[config.mk]
export PLATFORM = sky130hd
export DESIGN_NAME = control_unit_mc_hs
export DESIGN_NICKNAME = d
export VERILOG_FILES = /design/src/rtl/control_unit_pkg.sv /design/src/rtl/cu_output_decode.sv /design/src/rtl/control_unit_mc_hs.sv
export SDC_FILE = /design/constraint.sdc
export NUM_CORES = 1
export LEC_CHECK = 0
export ABC_CLOCK_PERIOD_IN_PS = 2000
export CORE_MARGIN = 2
export CORE_UTILIZATION = 44
export CTS_BUF_LIST = sky130_fd_sc_hd__clkbuf_8
export DETAILED_ROUTE_END_ITERATION = 7
export PLACE_DENSITY = 0.93
export SLEW_MARGIN = 30
export SYNTH_ARGS = -nofsm -noshare
export SYNTH_HDL_FRONTEND = slang
export SYNTH_SLANG_ARGS = --single-unit
[constraint.sdc]
create_clock -name clk -period 2 [get_ports clk]
set_clock_uncertainty 0.05 [all_clocks]
set_input_delay 0.3 -clock clk [delete_from_list [all_inputs] [get_ports clk]]
set_output_delay 0.3 -clock clk [all_outputs]
set_load 0.02 [all_outputs]
[src/rtl/control_unit_pkg.sv]
// Shared encodings for the multicycle RV32I control unit: FSM states, opcodes,
// datapath select codes and the packed control vector.
package control_unit_pkg;

    typedef enum logic [4:0] {
        S_RESET    = 5'd0,
        S_FETCH    = 5'd1,
        S_DECODE   = 5'd2,
        S_MEMADR   = 5'd3,
        S_MEMREAD  = 5'd4,
        S_MEMWB    = 5'd5,
        S_MEMWRITE = 5'd6,
        S_EXECUTER = 5'd7,
        S_EXECUTEI = 5'd8,
        S_ALUWB    = 5'd9,
        S_JAL      = 5'd10,
        S_BRANCH   = 5'd11,
        S_JALR     = 5'd12,
        S_JALR_PC  = 5'd13,
        S_AUIPC    = 5'd14,
        S_LUI      = 5'd15,
        S_TRAP     = 5'd16,
        S_HALT     = 5'd17
    } state_t;

    localparam logic [6:0] OP_LOAD   = 7'b0000011;
    localparam logic [6:0] OP_STORE  = 7'b0100011;
    localparam logic [6:0] OP_RTYPE  = 7'b0110011;
    localparam logic [6:0] OP_ITYPE  = 7'b0010011;
    localparam logic [6:0] OP_JAL    = 7'b1101111;
    localparam logic [6:0] OP_BRANCH = 7'b1100011;
    localparam logic [6:0] OP_JALR   = 7'b1100111;
    localparam logic [6:0] OP_AUIPC  = 7'b0010111;
    localparam logic [6:0] OP_LUI    = 7'b0110111;
    localparam logic [6:0] OP_FENCE  = 7'b0001111;

    localparam logic [1:0] ALUOP_ADD   = 2'b00;
    localparam logic [1:0] ALUOP_BR    = 2'b01;
    localparam logic [1:0] ALUOP_FUNCT = 2'b10;

    localparam logic [1:0] SRCA_PC    = 2'b00;
    localparam logic [1:0] SRCA_RS1   = 2'b01;
    localparam logic [1:0] SRCA_OLDPC = 2'b10;
    localparam logic [1:0] SRCA_ZERO  = 2'b11;

    localparam logic [1:0] SRCB_RS2  = 2'b00;
    localparam logic [1:0] SRCB_FOUR = 2'b01;
    localparam logic [1:0] SRCB_IMM  = 2'b10;

    typedef struct packed {
        logic       pc_write;
        logic       ir_write;
        logic       pc_source;
        logic       reg_write;
        logic       memory_read;
        logic       memory_write;
        logic       is_immediate;
        logic       pc_write_cond;
        logic       lord;
        logic       memory_to_reg;
        logic [1:0] aluop;
        logic [1:0] alu_src_a;
        logic [1:0] alu_src_b;
        logic       instr_retired;
        logic       trap;
        logic       halted;
    } ctrl_t;

endpackage

[src/rtl/cu_output_decode.sv]
// Combinational state -> control vector decode; mem_ready here is already
// qualified by the wait-enable setting in the top.
module cu_output_decode
    import control_unit_pkg::*;
#(
    parameter bit FENCE_NOP = 1'b1
) (
    input  state_t     state,
    input  logic [6:0] opcode,
    input  logic       mem_ready,
    output ctrl_t      ctrl
);

    always_comb begin
        ctrl = '0;
        unique case (state)
            S_FETCH: begin
                ctrl.memory_read = 1'b1;
                ctrl.alu_src_a   = SRCA_PC;
                ctrl.alu_src_b   = SRCB_FOUR;
                ctrl.aluop       = ALUOP_ADD;
                // IR/PC load only on the completing cycle so each updates once
                ctrl.ir_write    = mem_ready;
                ctrl.pc_write    = mem_ready;
            end
            S_DECODE: begin
                ctrl.alu_src_a     = SRCA_OLDPC;
                ctrl.alu_src_b     = SRCB_IMM;
                ctrl.instr_retired = FENCE_NOP && (opcode == OP_FENCE);
            end
            S_MEMADR: begin
                ctrl.alu_src_a = SRCA_RS1;
                ctrl.alu_src_b = SRCB_IMM;
            end
            S_MEMREAD: begin
                ctrl.memory_read = 1'b1;
                ctrl.lord        = 1'b1;
            end
            S_MEMWB: begin
                ctrl.reg_write     = 1'b1;
                ctrl.memory_to_reg = 1'b1;
                ctrl.instr_retired = 1'b1;
            end
            S_MEMWRITE: begin
                ctrl.memory_write  = 1'b1;
                ctrl.lord          = 1'b1;
                ctrl.instr_retired = mem_ready;
            end
            S_EXECUTER, S_EXECUTEI: begin
                ctrl.alu_src_a    = SRCA_RS1;
                ctrl.alu_src_b    = (state == S_EXECUTEI) ? SRCB_IMM : SRCB_RS2;
                ctrl.aluop        = ALUOP_FUNCT;
                ctrl.is_immediate = (state == S_EXECUTEI);
            end
            S_ALUWB: begin
                ctrl.reg_write     = 1'b1;
                ctrl.instr_retired = 1'b1;
            end
            S_BRANCH: begin
                ctrl.alu_src_a     = SRCA_RS1;
                ctrl.alu_src_b     = SRCB_RS2;
                ctrl.aluop         = ALUOP_BR;
                ctrl.pc_write_cond = 1'b1;
                ctrl.pc_source     = 1'b1;
                ctrl.instr_retired = 1'b1;
            end
            S_JAL: begin
                ctrl.alu_src_a = SRCA_OLDPC;
                ctrl.alu_src_b = SRCB_FOUR;
                ctrl.pc_write  = 1'b1;
                ctrl.pc_source = 1'b1;
            end
            S_JALR: begin
                ctrl.alu_src_a = SRCA_RS1;
                ctrl.alu_src_b = SRCB_IMM;
            end
            S_JALR_PC: begin
                ctrl.alu_src_a    = SRCA_OLDPC;
                ctrl.alu_src_b    = SRCB_FOUR;
                ctrl.pc_write     = 1'b1;
                ctrl.pc_source    = 1'b1;
                ctrl.is_immediate = 1'b1;
            end
            S_AUIPC: begin
                ctrl.alu_src_a = SRCA_OLDPC;
                ctrl.alu_src_b = SRCB_IMM;
            end
            S_LUI: begin
                ctrl.alu_src_a = SRCA_ZERO;
                ctrl.alu_src_b = SRCB_IMM;
            end
            S_TRAP:  ctrl.trap   = 1'b1;
            S_HALT:  ctrl.halted = 1'b1;
            default: ctrl = '0;
        endcase
    end

endmodule

[src/rtl/control_unit_mc_hs.sv]
// Multicycle RV32I control FSM with memory ready handshake, illegal-opcode
// trap/halt, FENCE-as-NOP and a retire pulse.
module control_unit_mc_hs
    import control_unit_pkg::*;
#(
    parameter bit MEM_WAIT_EN = 1'b1,
    parameter bit TRAP_EN     = 1'b1,
    parameter bit FENCE_NOP   = 1'b1
) (
    input  logic       clk,
    input  logic       rst_n,
    input  logic [6:0] instruction_opcode,
    input  logic       mem_ready,
    output logic       pc_write,
    output logic       ir_write,
    output logic       pc_source,
    output logic       reg_write,
    output logic       memory_read,
    output logic       memory_write,
    output logic       is_immediate,
    output logic       pc_write_cond,
    output logic       lorD,
    output logic       memory_to_reg,
    output logic [1:0] aluop,
    output logic [1:0] alu_src_a,
    output logic [1:0] alu_src_b,
    output logic       instr_retired,
    output logic       trap,
    output logic       halted
);

    state_t state, state_nxt;
    ctrl_t  ctrl;
    logic   mem_rdy;
    logic   bad_goes_trap;

    assign mem_rdy       = MEM_WAIT_EN ? mem_ready : 1'b1;
    assign bad_goes_trap = TRAP_EN;

    always_ff @(posedge clk or negedge rst_n) begin
        if (!rst_n) state <= S_RESET;
        else        state <= state_nxt;
    end

    always_comb begin
        state_nxt = S_FETCH;
        unique case (state)
            S_RESET:  state_nxt = S_FETCH;
            S_FETCH:  state_nxt = mem_rdy ? S_DECODE : S_FETCH;
            S_DECODE: begin
                case (instruction_opcode)
                    OP_LOAD, OP_STORE: state_nxt = S_MEMADR;
                    OP_RTYPE:          state_nxt = S_EXECUTER;
                    OP_ITYPE:          state_nxt = S_EXECUTEI;
                    OP_JAL:            state_nxt = S_JAL;
                    OP_BRANCH:         state_nxt = S_BRANCH;
                    OP_JALR:           state_nxt = S_JALR;
                    OP_AUIPC:          state_nxt = S_AUIPC;
                    OP_LUI:            state_nxt = S_LUI;
                    OP_FENCE:          state_nxt = (!FENCE_NOP && bad_goes_trap) ? S_TRAP : S_FETCH;
                    default:           state_nxt = bad_goes_trap ? S_TRAP : S_FETCH;
                endcase
            end
            S_MEMADR:   state_nxt = (instruction_opcode == OP_LOAD) ? S_MEMREAD : S_MEMWRITE;
            S_MEMREAD:  state_nxt = mem_rdy ? S_MEMWB : S_MEMREAD;
            S_MEMWB:    state_nxt = S_FETCH;
            S_MEMWRITE: state_nxt = mem_rdy ? S_FETCH : S_MEMWRITE;
            S_EXECUTER, S_EXECUTEI, S_JAL, S_JALR_PC, S_AUIPC, S_LUI:
                        state_nxt = S_ALUWB;
            S_ALUWB:    state_nxt = S_FETCH;
            S_BRANCH:   state_nxt = S_FETCH;
            S_JALR:     state_nxt = S_JALR_PC;
            S_TRAP:     state_nxt = S_HALT;
            S_HALT:     state_nxt = S_HALT;
            default:    state_nxt = S_FETCH;
        endcase
    end

    cu_output_decode #(
        .FENCE_NOP(FENCE_NOP)
    ) u_decode (
        .state    (state),
        .opcode   (instruction_opcode),
        .mem_ready(mem_rdy),
        .ctrl     (ctrl)
    );

    assign pc_write      = ctrl.pc_write;
    assign ir_write      = ctrl.ir_write;
    assign pc_source     = ctrl.pc_source;
    assign reg_write     = ctrl.reg_write;
    assign memory_read   = ctrl.memory_read;
    assign memory_write  = ctrl.memory_write;
    assign is_immediate  = ctrl.is_immediate;
    assign pc_write_cond = ctrl.pc_write_cond;
    assign lorD          = ctrl.lord;
    assign memory_to_reg = ctrl.memory_to_reg;
    assign aluop         = ctrl.aluop;
    assign alu_src_a     = ctrl.alu_src_a;
    assign alu_src_b     = ctrl.alu_src_b;
    assign instr_retired = ctrl.instr_retired;
    assign trap          = ctrl.trap;
    assign halted        = ctrl.halted;

endmodule

==> results.json, run 1 <==
{
  "run_status": "finished, violations left",
  "violations": "negative setup slack",
  "largest_reg_flops": 5,
  "hpwl_um": 2052,
  "synth_top_area_share_pct": 17.30,
  "reg2regPathDepth": 4,
  "worst_slew_pin_slew_ps": 348.2,
  "fillCellCount": 96,
  "post_drt_wl_per_cell_um": 15.75,
  "synth_top_cell_by_area": "dfrtp_1",
  "clkLatencyLatePin_ps": 240,
  "fp.dieH_um": 44.54,
  "post_cts_resized": 34,
  "worstPathArrival_ps": 1690,
  "hold_slack_ps": 235.6,
  "crit_path_end_kind": "primary output",
  "yosysWarnings": 0,
  "register_area_um2": 126.4,
  "dr.pass1.iters": 4,
  "dp_cells": 172,
  "critPathSlowestCell": "dfrtp_1",
  "hold_buffers": 0,
  "place.gp.congestion": 0.9447,
  "cts.sinks": 5,
  "timing_worst_setup_path_type": "flop to primary output",
  "rsz0062_at_grt": "yes",
  "slew_headroom_pct": 76.19,
  "grt_start_max_net_pins": 16,
  "tns_ps": -41.79,
  "hold_viol_final": 0,
  "power_density_mw_per_mm2": 1396,
  "critPathLaunchType": "flop",
  "row_count": 14,
  "grt_pass1_wl_um": 4712,
  "clk_pin_slew_ps": 40,
  "netlist_instances": 107,
  "power_leakage_nw": 0.5674,
  "required_ps": 1650,
  "core_mm2": 0.001524,
  "synth_fp_nets": 117,
  "drive_above_1_share_pct": 35.00,
  "die-area_mm2": 0.001984,
  "ant_nets": 0,
  "grt_overflow": 0,
  "numCtsBuffers": 3,
  "yosys-top-cells-area": "dfrtp_1 (17%), nor2_1 (8.8%), nand2_1 (6.7%), o21ai_0 (4.8%), nor2b_1 (4.3%)",
  "cp_top_family": "compound AO/OA/AOI/OAI gates",
  "min_period_ps": 2042,
  "reg_top3": "state (5)",
  "seq_area_frac_synth_pct": 17.30,
  "synth-async-reset-ratio_pct": 100.0,
  "start_util_pct": 47.45,
  "avgSynthCellArea_um2": 6.759,
  "ir_drop_mv": 0.9994,
  "ys_types": 41,
  "drt_drc_violations_left": 0,
  "post_cts.repair.setup_buffers": 0,
  "worstPathCellList": "buf_6 > and2b_2 > a21o_1 > a32oi_2 > o32ai_1 > buf_2",
  "cp_slowest_stage_delay_ps": 360,
  "clockBufferDepth": 2,
  "r2r_end": "state[4]$_DFF_PN0_",
  "reg2reg_slack_ps": 420,
  "cts-root-buf": "clkbuf_8",
  "vias": 1089,
  "routed_wl_um": 2772,
  "chipWidth_um": 44.54,
  "top_register": "state",
  "grt_pass1_vias": 1052,
  "design_area_mm2": 0.001211,
  "dpl_cell_area_mm2": 0.001189,
  "cts_tree": "done",
  "worst_r2r_startpoint": "state[3]$_DFF_PN0_",
  "port_buffers": 28,
  "final_cells": 176,
  "multiInputGateArea_um2": 578.1,
  "cap_viol_max_count": 0,
  "netlist_area_um2": 723.2,
  "fin_ws_ps": -41.79,
  "area_delta_synth_final_pct": 67.47,
  "maxSlewViolCount": 0,
  "cp_max_fo": 9,
  "grt_usage_pct": 32.69,
  "synth_flop_cell": "dfrtp_1",
  "max_freq_ghz": 0.4898,
  "vias_per_cell": 6.188,
  "hold_class": "input port to async pin",
  "drtIter0Drc": 36,
  "final_nets": 171,
  "synth-seq-cells": 5,
  "finalPower_mw": 1.690,
  "cts-htree-levels": 1,
  "io_pins": 29,
  "worstPathBufferInverterCount": 2,
  "setup_viol": 1,
  "antenna_cells": 0,
  "period_share_pct": 102.1,
  "antenna_found_initial": 0,
  "synth_edf_count": 0
}
==> metal layers <==
metal	up-vias	part of all wire, %	wire length [um]	track usage, %
met1	483	32	876	32.51
met3	23	11	306	7.347
met5	-	0	0	0
met4	0	6.4	178	25.45
li1	499	-	-	-
met2	84	51	1411	57.68
==> cells in the mapped netlist (3+ instances only) <==
master,number
nor4_1,4
nor2_1,17
nor2b_1,5
inv_1,4
a22oi_1,4
nand2_1,13
nor3_1,4
a21oi_1,5
dfrtp_1,5
buf_2,3
o21ai_0,7
==> layout make-up <==
type	instances	area share, %
clock buffers	3	3.409
flip-flops and latches	5	10.43
multi-input cells	92	47.73
inverters	4	1.240
well taps	16	1.653
clock inverters	1	0.4132
repair buffers	55	35.12
==> worst reg2reg max path, cell delays in order, from the launching register on <==
cell and delay [ps]:
dfrtp_1 380, or2_4 240, buf_4 140, or3_1 330, o32ai_2 320
==> report_power, final <==
part	leakage (nW)	total [mW]	switching, mW	internal (mW)
logic	0.479	1.30	0.719	0.583
clock network	0.0255	0.208	0.0725	0.135
registers	0.0627	0.181	0.0385	0.142
total	0.567	1.69	0.830	0.861
==> worst max path at each step <==
stage	from	end	slack, ps	cells after the start
5_1_grt	state[3]$_DFF_PN0_	instr_retired	-80	6
2_1_floorplan	state[3]$_DFF_PN0_	instr_retired	60	5
3_5_place_dp	instruction_opcode[1]	instr_retired	-350	6
4_1_cts	state[4]$_DFF_PN0_	instr_retired	-120	5
6_report	state[3]$_DFF_PN0_	instr_retired	-40	6
3_3_place_gp	instruction_opcode[1]	instr_retired	-290	6
==> layout by cell type, fill, tap and decap left out, drive strengths merged, types with 2 or more instances in the layout <==
| cell type | instances |
|---|---|
| buf | 31 |
| nor2 | 17 |
| nand2 | 13 |
| clkbuf | 10 |
| clkdlybuf4s50 | 9 |
| o21ai | 7 |
| a21oi | 5 |
| dlygate4sd2 | 5 |
| dfrtp | 5 |
| nor2b | 5 |
| inv | 4 |
| nor3 | 4 |
| a22oi | 4 |
| nor4 | 4 |
| clkdlybuf4s15 | 3 |
| o32ai | 3 |
| and2 | 2 |
| or2b | 2 |
| nand3b | 2 |
| nand3 | 2 |
| a21o | 2 |
| or2 | 2 |
==> kinds of logic after synthesis <==
logic type / count (synthesis) / share of synthesized area, %
AND/OR/NAND/NOR: 60 / 42.56
AO/OA/AOI/OAI: 30 / 30.11
buffers and inverters: 10 / 7.265
flip-flops: 5 / 17.30
multiplexers: 1 / 1.384
adder cells (fa/ha/maj): 1 / 1.384
==> per-stage QoR <==
stage,util (%),setup WS (ps)
after global routing,79.47,-82.41
final,79.47,-41.79
after floorplan,-,63.03
after detailed placement,78.00,-353.2
after CTS,80.71,-124.9
after global placement,78.00,-293.4
Note: power is estimated with default switching activity, not from simulation.
==> run 2, diff against run 1 <==
Settings changed: CORE_ASPECT_RATIO from default to 1.2, TNS_END_PERCENT from default to 10.
==> run 2 against run 1 <==
  * Register-to-register slack about the same
  * Cell area fell by 0.93%
  * Global-route usage down 4.0 points
  * Critical path depth down 1
  * Flip-flop and latch count is the same
  * Routed wire length decreased by 5.7%
  * The flow still finishes with violations (negative setup slack)
  * First-iteration DRC count up 5.6%
==> results.json, run 2 (synthesis gave the netlist of run 1 again) <==
{
  "run_status": "finished, violations left",
  "violations": "negative setup slack",
  "area_delta_synth_final_pct": 65.92,
  "start_util_pct": 45.73,
  "place_ws_ps": -339.9,
  "post_cts.repair.setup_buffers": 0,
  "drive_above_1_share_pct": 30.63,
  "grt_overflow": 0,
  "power_leakage_nw": 0.5725,
  "rsz0062_at_grt": "yes",
  "worstPathCellList": "or2_4 > nor4_2 > inv_1 > o32ai_1 > buf_2",
  "crit_path_end_kind": "primary output",
  "cts-root-buf": "clkbuf_8",
  "sequentialPowerShare_pct": 10.6,
  "p_clk_share_pct": 11.3,
  "clkLatencyLatePin_ps": 220,
  "post_drt_wl_per_cell_um": 14.69,
  "drtIter0Drc": 38,
  "hold_viol_final": 0,
  "drt_drc_violations_left": 0,
  "critPathSlowestCell": "dfrtp_1",
  "cap_viol_max_count": 0,
  "fin_ws_ps": -59.49,
  "cp_top_family": "simple AND/OR/NAND/NOR gates",
  "die-area_mm2": 0.001985,
  "cts.sinks": 5,
  "layout_common_cells": "buf_4 (27), nor2_1 (17), nand2_1 (13), clkdlybuf4s50_1 (9), dlygate4sd2_1 (9)",
  "antenna_found_initial": 0,
  "io_pins": 29,
  "min_period_ps": 2059,
  "numCtsBuffers": 3,
  "grt_usage_pct": 28.70,
  "worstPathBufferInverterCount": 2,
  "grt_pass1_vias": 1014,
  "largest_reg_flops": 5,
  "fp.dieH_um": 48.41,
  "hold_class": "input port to async pin",
  "row_count": 16,
  "routed_wl_um": 2614,
  "worst_slew_pin_slew_ps": 394.4,
  "post_cts_resized": 34,
  "hold_buffers": 0,
  "cts-htree-levels": 1,
  "dr.pass1.iters": 4,
  "cp_max_fo": 2,
  "max_freq_ghz": 0.4856,
  "netSwitchingFraction_pct": 48.28,
  "switchingPower_uw": 787.6,
  "cts_tree": "done",
  "core_mm2": 0.001582,
  "critPathLaunchType": "flop",
  "vias": 1050,
  "vias_per_cell": 5.899,
  "grt_pass1_wl_um": 4119,
  "chipWidth_um": 41.01,
  "clockBufferDepth": 2,
  "ant_nets": 0,
  "reg_top3": "state (5)",
  "power_density_mw_per_mm2": 1360,
  "worstPathArrival_ps": 1710,
  "combinationalPowerShare_pct": 78.1,
  "slew_headroom_pct": 73.03,
  "maxSlewViolCount": 0,
  "final_nets": 171,
  "tns_ps": -59.49,
  "port_buffers": 28,
  "setup_viol": 1,
  "p_int_uw": 843.7,
  "hpwl_um": 1973,
  "grt_start_max_net_pins": 16,
  "clk_pin_slew_ps": 40,
  "place.gp.congestion": 0.8610,
  "antenna_cells": 0,
  "final_common_cell": "buf_4",
  "period_share_pct": 103.0,
  "timing_worst_setup_path_type": "flop to primary output",
  "required_ps": 1650,
  "top_register": "state",
  "ir_drop_mv": 1.025,
  "cp_slowest_stage_delay_ps": 370
}
run 2: layer usage:
layer / track usage [%] / part of all wire [%] / up-vias / wire (um)
li1: - / - / 500 / -
met1: 31.18 / 37 / 483 / 980
met2: 51.82 / 54 / 63 / 1402
met3: 4.587 / 7.3 / 4 / 190
met4: 8.333 / 1.5 / 0 / 40
met5: 0 / 0 / - / 0
run 2: final cells by class:
class	count	area [um^2]
multi-input combinational	92	556.8
timing repair buffer	55	432.9
fill	132	381.6
sequential	5	126.4
clock buffer	3	41.29
tap	18	22.52
inverter	4	15.01
clock inverter	1	5.005
run 2: path summary, 6_finish.rpt:
kind	start	slack [ps]	cells after the start	end
max	state[4]$_DFF_PN0_	-60	5	instr_retired
min	rst_n	240	1	state[4]$_DFF_PN0_
max reg2reg	state[4]$_DFF_PN0_	430	5	state[2]$_DFF_PN0_
min reg2reg	state[4]$_DFF_PN0_	630	2	state[2]$_DFF_PN0_
max in group asynchronous	rst_n	1460	1	state[2]$_DFF_PN0_
min in group clk	state[4]$_DFF_PN0_	630	2	state[2]$_DFF_PN0_
run 2: metrics by stage:
step | hold slack, ps | area [um^2] | util [%] | std cells | power, mW
finish | 241.9 | 1200 | 75.87 | 178 | 1.631
global route | 262.3 | 1200 | 75.87 | 178 | 1.740
CTS | 245.0 | 1222 | 77.29 | 178 | 1.633
detailed placement | 479.5 | 1191 | 75.32 | 174 | 1.516
global placement | 468.4 | 1191 | 75.32 | 174 | 1.476
floorplan | -45.59 | 723.2 | - | 107 | 0.9122
run 2: worst reg2reg max path: cells and delay by family (launching register included):
family	cells	cell delay (ps)
AO/OA/AOI/OAI	1	220
buffers and inverters	2	250
flip-flops	1	370
AND/OR/NAND/NOR	2	570
run 2: power groups by stage:
| stage | sequential [mW] | clock (mW) | combinational (mW) |
|---|---|---|---|
| finish | 0.173 | 0.184 | 1.27 |
| floorplan | 0.176 | 0 | 0.736 |
| global placement | 0.168 | 0 | 1.31 |
| CTS | 0.170 | 0.189 | 1.27 |
| detailed placement | 0.170 | 0 | 1.35 |
| global route | 0.177 | 0.204 | 1.36 |
